**src/rtl/fetch_unit.sv**
```systemverilog
// Fetch stage: owns the PC, issues word-aligned requests to instruction memory, fills the F/D register.
// Latency: an ack in cycle t shows the word on InstrD from cycle t+1; 1 instr/cycle with zero-wait memory.
// Backpressure: StallD parks one acked word in a hold buffer and drops IMemReq until decode accepts it.
// Optional build macro FETCH_PERF_CNT_EN adds saturating FetchCount/BubbleCount counters (tied to 0 otherwise).
module fetch_unit #(
    parameter int              N      = 32,
    parameter logic [N-1:0]    RST_PC = {N{1'b0}}
) (
    input  logic          clk,
    input  logic          rst,
    input  logic          StallD,
    input  logic          FlushD,
    input  logic          BranchTakenE,
    input  logic [N-1:0]  ALUResultE,
    input  logic          PCSrcW,
    input  logic [N-1:0]  ResultW,
    output logic          IMemReq,
    output logic [N-1:0]  IMemAddr,
    input  logic          IMemAck,
    input  logic [N-1:0]  IMemRdata,
    output logic [N-1:0]  InstrD,
    output logic [N-1:0]  PCPlus8D,
    output logic          ValidD,
    output logic [31:0]   FetchCount,
    output logic [31:0]   BubbleCount
);

    typedef enum logic [1:0] {
        IDLE = 2'd0,
        REQ  = 2'd1,
        DROP = 2'd2,
        HOLD = 2'd3
    } state_t;

    state_t       state;

    // pc is the next address to fetch; it differs from IMemAddr only in DROP,
    // where the stale request must stay on the bus until it is acked.
    logic [N-1:0] pc;
    logic [N-1:0] hold_instr;
    logic [N-1:0] hold_pc8;

    logic         redirect;
    logic [N-1:0] redir_src;
    logic [N-1:0] target;
    logic [N-1:0] pc_plus4;
    logic [N-1:0] pc_plus8;

    logic         fd_new_vld;
    logic [N-1:0] fd_new_instr;
    logic [N-1:0] fd_new_pc8;

    // Redirect selection and the candidate word for the F/D register this cycle.
    always_comb begin
        redirect     = PCSrcW | BranchTakenE;
        // Writeback is architecturally older than execute, so its $pc write wins.
        redir_src    = PCSrcW ? ResultW : ALUResultE;
        target       = redir_src & ~N'(3);
        pc_plus4     = pc + N'(4);
        pc_plus8     = pc + N'(8);

        fd_new_vld   = 1'b0;
        fd_new_instr = hold_instr;
        fd_new_pc8   = hold_pc8;
        if ((state == REQ) && IMemAck && !redirect && !StallD) begin
            fd_new_vld   = 1'b1;
            fd_new_instr = IMemRdata;
            fd_new_pc8   = pc_plus8;
        end else if ((state == HOLD) && !redirect && !StallD) begin
            fd_new_vld   = 1'b1;
        end
    end

    // Fetch FSM: PC, memory request registers and the one-entry hold buffer.
    always_ff @(posedge clk) begin
        if (!rst) begin
            state      <= IDLE;
            pc         <= RST_PC;
            IMemReq    <= 1'b0;
            IMemAddr   <= '0;
            hold_instr <= '0;
            hold_pc8   <= '0;
        end else begin
            case (state)
                IDLE: begin
                    state   <= REQ;
                    IMemReq <= 1'b1;
                    if (redirect) begin
                        pc       <= target;
                        IMemAddr <= target;
                    end else begin
                        IMemAddr <= pc;
                    end
                end

                REQ: begin
                    if (redirect) begin
                        pc <= target;
                        if (IMemAck) begin
                            // Wrong-path word arrives with the redirect: drop it, fetch target now.
                            IMemAddr <= target;
                        end else begin
                            // Request already on the bus cannot be withdrawn; wait out its ack.
                            state <= DROP;
                        end
                    end else if (IMemAck) begin
                        pc       <= pc_plus4;
                        IMemAddr <= pc_plus4;
                        if (StallD) begin
                            hold_instr <= IMemRdata;
                            hold_pc8   <= pc_plus8;
                            IMemReq    <= 1'b0;
                            state      <= HOLD;
                        end
                    end
                end

                DROP: begin
                    if (IMemAck) begin
                        state <= REQ;
                        if (redirect) begin
                            pc       <= target;
                            IMemAddr <= target;
                        end else begin
                            IMemAddr <= pc;
                        end
                    end else if (redirect) begin
                        pc <= target;
                    end
                end

                HOLD: begin
                    if (redirect) begin
                        // Buffered word is younger than the redirecting instruction: discard.
                        pc       <= target;
                        IMemAddr <= target;
                        IMemReq  <= 1'b1;
                        state    <= REQ;
                    end else if (!StallD) begin
                        // IMemAddr already holds pc from the ack that filled the buffer.
                        IMemReq <= 1'b1;
                        state   <= REQ;
                    end
                end

                default: begin
                    state   <= IDLE;
                    IMemReq <= 1'b0;
                end
            endcase
        end
    end

    // F/D pipeline register: flush beats stall beats new word beats bubble.
    always_ff @(posedge clk) begin
        if (!rst) begin
            InstrD   <= '0;
            PCPlus8D <= '0;
            ValidD   <= 1'b0;
        end else if (FlushD) begin
            InstrD   <= '0;
            PCPlus8D <= '0;
            ValidD   <= 1'b0;
        end else if (!StallD) begin
            if (fd_new_vld) begin
                InstrD   <= fd_new_instr;
                PCPlus8D <= fd_new_pc8;
                ValidD   <= 1'b1;
            end else begin
                InstrD   <= '0;
                PCPlus8D <= '0;
                ValidD   <= 1'b0;
            end
        end
    end

`ifdef FETCH_PERF_CNT_EN
    logic [31:0] fetch_cnt;
    logic [31:0] bubble_cnt;

    // Saturating performance counters: valid F/D loads and bubble cycles out of reset.
    always_ff @(posedge clk) begin
        if (!rst) begin
            fetch_cnt  <= '0;
            bubble_cnt <= '0;
        end else begin
            if (!FlushD && !StallD && fd_new_vld && (fetch_cnt != 32'hFFFF_FFFF)) begin
                fetch_cnt <= fetch_cnt + 32'd1;
            end
            if (!ValidD && (bubble_cnt != 32'hFFFF_FFFF)) begin
                bubble_cnt <= bubble_cnt + 32'd1;
            end
        end
    end

    assign FetchCount  = fetch_cnt;
    assign BubbleCount = bubble_cnt;
`else
    assign FetchCount  = 32'd0;
    assign BubbleCount = 32'd0;
`endif

    // Request address must always be word aligned.
    a_addr_aligned: assert property (@(posedge clk) disable iff (!rst)
        IMemReq |-> (IMemAddr[1:0] == 2'b00));

    // An unacked request keeps its address on the bus.
    a_addr_stable: assert property (@(posedge clk) disable iff (!rst)
        (IMemReq && !IMemAck) |=> (IMemReq && (IMemAddr == $past(IMemAddr))));

endmodule

```
**config.mk**
```make
export PLATFORM = sky130hd
export DESIGN_NAME = fetch_unit
export DESIGN_NICKNAME = d
export VERILOG_FILES = /design/src/rtl/fetch_unit.sv
export SDC_FILE = /design/constraint.sdc
export NUM_CORES = 1
export LEC_CHECK = 0
export CELL_PAD_IN_SITES_DETAIL_PLACEMENT = 1
export CELL_PAD_IN_SITES_GLOBAL_PLACEMENT = 1
export CORE_ASPECT_RATIO = 1.4
export CORE_MARGIN = 2
export CORE_UTILIZATION = 25
export DETAILED_ROUTE_END_ITERATION = 10
export GPL_TIMING_DRIVEN = 1
export PLACE_DENSITY_LB_ADDON = 0.1
export SLEW_MARGIN = 40
export SYNTH_ARGS = -nofsm -noshare
export SYNTH_HDL_FRONTEND = slang
export SYNTH_SLANG_ARGS = --single-unit
export TNS_END_PERCENT = 50
```
**constraint.sdc**
```tcl
create_clock -name clk -period 3.4 [get_ports clk]
set_clock_uncertainty 0.15 [all_clocks]
set_input_delay 0.34 -clock clk [delete_from_list [all_inputs] [get_ports clk]]
set_output_delay 0.34 -clock clk [all_outputs]
set_load 0.02 [all_outputs]
```
==> flow_metrics.py <==
metrics = {
    "critical_path": {
        "cp_slowest_cell": "or4_1",
        "crit_chain": "ha_1 > nand3_1 > or4_1 > xnor2_1 > a2111oi_0 > nor3_1",
        "worstPathRequired_ns": 3.59,
        "r2r_cells": 6,
        "crit_path_max_fanout": 9,
        "worstSetupPathType": "register to register",
        "crit_arrival_ns": 3.07,
        "start_kind": "register",
        "worst-path-buf-inv": 0,
        "rrSetupSlack_ns": 0.53,
        "r2r_start": "pc[3]",
        "rr_endpoint": "IMemAddr[16]",
        "crit_path_max_incr_delay_ns": 0.75,
        "crit_path_end_kind": "register",
        "critPathTopFamily": "simple AND/OR/NAND/NOR gates",
    },
    "clocking": {
        "clockBufferDepth": 2,
        "postCtsHoldBufs": 0,
        "clock-sinks": 196,
        "cts_made_buffers": 17,
        "cts_root_buffer": "clkbuf_16",
        "htree_levels": 4,
        "post_cts_buffers": 0,
        "cts-resized-gates": 0,
        "cts_tree": "done",
        "cts.clk_slew.worst_paths_ns": 0.08,
        "insertion_delay_ns": 0.46,
    },
    "floorplan": {
        "die-area_um2": 43850,
        "rows": 89,
        "start_util_pct": 25.18,
        "core_area_um2": 41870,
        "fp.dieW_um": 177.5,
        "die_y_um": 247.0,
        "ios": 265,
    },
    "global_route": {
        "grtUsageTotal_pct": 20.57,
        "grt_pass1_wl_um": 68020,
        "grt-ovfl-total": 0,
        "grt_pass1_vias": 10710,
        "antenna_found_initial": 0,
        "grt_max_degree": 66,
    },
    "timing": {
        "fin_tns_setup_ns": 0,
        "fin_crit_ns": 2.873,
        "rsz0062_at_grt": "no",
        "report.final.slew_viol_count": 0,
        "finalSetupViolations": 0,
        "setup_ws_ns": 0.5273,
        "fmax_mhz": 348.1,
        "fin_crit_sh_pct": 84.49,
        "finalHoldWorstSlack_ns": 0.2905,
        "tightest_slew_ns": 0.8057,
        "relSlewSlack_pct": 45.79,
        "final_hold_viol_count": 0,
    },
    "finish": {
        "final_cell_mix": "dfxtp_1 (196), clkdlybuf4s50_1 (192), nor2_1 (139)",
        "syn2layout_area_growth_pct": 29.89,
        "num_antenna_cells": 0,
        "utilization_pct": 32.70,
        "layout-drive-gt1-share_pct": 9.260,
        "num-nets-final": 1593,
        "finalInstanceArea_um2": 13690,
        "layout_commonest_cell": "dfxtp_1",
    },
    "min_path": {
        "min_from": "rst",
        "hold_end": "pc[17]",
        "hold_path.class": "input pin to register",
        "hold_depth": 3,
    },
    "placed_design": {
        "dp_hpwl_um": 32000,
        "portBuffers": 196,
        "place_area_um2": 13050,
        "dp_slack_ns": 0.5103,
        "gp_congestion": 0.8538,
    },
    "synthesis": {
        "synth.area.top_cells": "dfxtp_1 (37%), a21oi_1 (5.1%), nor2_1 (5.0%), nand2_1 (4.6%), a222oi_1 (4.6%)",
        "yosysTopAreaCellShare_pct": 37.22,
        "netlist_instances": 1331,
        "ys_ff_latch": 196,
        "syn_avg_cell_area_um2": 7.920,
        "ys_seq_area_share_pct": 37.22,
        "async_flop_share_pct": 0,
        "netlist_area_um2": 10540,
        "synth_warnings": 0,
        "synth_edf_count": 0,
        "synth_top_flop_cell": "dfxtp_1",
        "yosys.area.top_type": "dfxtp_1",
        "yosysUniqueCellTypes": 76,
    },
    "route": {
        "drt-wirelength-per-cell_um": 22.21,
        "num_vias": 10700,
        "dr.pass1.iters": 8,
        "drtIter0Drc": 698,
        "drc_errors": 0,
        "vias_per_cell": 5.226,
        "antenna_left": 0,
        "wl_um": 45470,
    },
    "status": {
        "outcome": "completed",
    },
    "power": {
        "vdd_drop_max_v": 0.0003854,
        "p_leak_nw": 4.725,
        "power_density_nw_per_um2": 427.2,
    },
    "job": {
        "drv_cap": 0,
    },
}
## worst max-delay path by stage
stage	startpoint	endpoint	slack, ns	cells past startpoint
floorplan	pc[3]	IMemAddr[27]	0.93	8
global placement	pc[3]	IMemAddr[23]	0.54	6
detailed placement	IMemAck	pc[28]	0.51	6
CTS	pc[3]	IMemAddr[16]	0.55	6
global route	pc[3]	IMemAddr[16]	0.36	6
finish	pc[3]	IMemAddr[16]	0.53	6
## cell usage after synthesis, types with 5 or more instances
cell type / instances
a211oi_1: 17
a21oi_1: 107
a221oi_1: 5
a222oi_1: 48
a22oi_1: 16
a2bb2oi_1: 6
a311oi_1: 5
a31oi_1: 14
and2_1: 7
and3_1: 7
buf_1: 10
buf_2: 31
buf_4: 64
clkbuf_1: 90
dfxtp_1: 196
inv_1: 19
mux2_2: 6
mux2i_1: 15
nand2_1: 129
nand2b_1: 14
nand3_1: 31
nand4_1: 18
nor2_1: 140
nor2b_1: 8
nor3_1: 45
nor4_1: 16
o211ai_1: 8
o21ai_0: 79
o22ai_1: 20
o31a_1: 6
o31ai_1: 8
or3_1: 6
xnor2_1: 36
xor2_1: 19
## registers in the layout, summed over array words and instances, names as in the netlist
| signal | cells |
|---|---|
| hold_instr | 32 |
| PCPlus8D | 32 |
| InstrD | 32 |
| pc | 32 |
| IMemReq | 1 |
| ValidD | 1 |
| state | 2 |
| hold_pc8 | 32 |
| IMemAddr | 32 |
## cells by family after synthesis
kind of cell    after synthesis  synth area share (%)
buf+inv                     217                 10.46
simple gates                452                 20.64
compound gates              387                 24.77
other cells                   1               0.03557
mux                          21                 2.065
flops                       196                 37.22
fa+ha+maj                     2                0.2374
xor+xnor                     55                 4.570
## metrics by stage
step | cells | power [mW]
after global routing | 2047 | 6.098
after global placement | 2015 | 3.590
after detailed placement | 2015 | 3.597
final | 2047 | 5.849
after CTS | 2047 | 5.932
after floorplan | 1394 | 3.140
## worst min-delay path, stage by stage
cell and delay, ns:
buf_2 0.12, buf_4 0.23, o211a_1 0.14
## routing by layer
layer,vias up,wire [µm],GRT usage (%)
met1,5307,19950,25.82
met5,-,0,0
met4,0,1183,6.678
met3,45,1889,3.290
met2,329,22450,35.64
li1,5017,-,-
## layout make-up
cell class	count	area, µm²
Fill cell	4978	28180
Multi-Input combinational cell	981	5779
Clock inverter	11	198.9
Timing Repair Buffer	272	2591
Clock buffer	21	440.4
Inverter	20	75.07
Tap cell	546	683.2
Sequential cell	196	3924
## power by group
group | internal (mW) | switching (mW) | total (mW)
registers | 2.38 | 0.0963 | 2.48
logic | 0.421 | 0.647 | 1.07
clock network | 1.32 | 0.987 | 2.30
(Power assumes the default switching activity.)
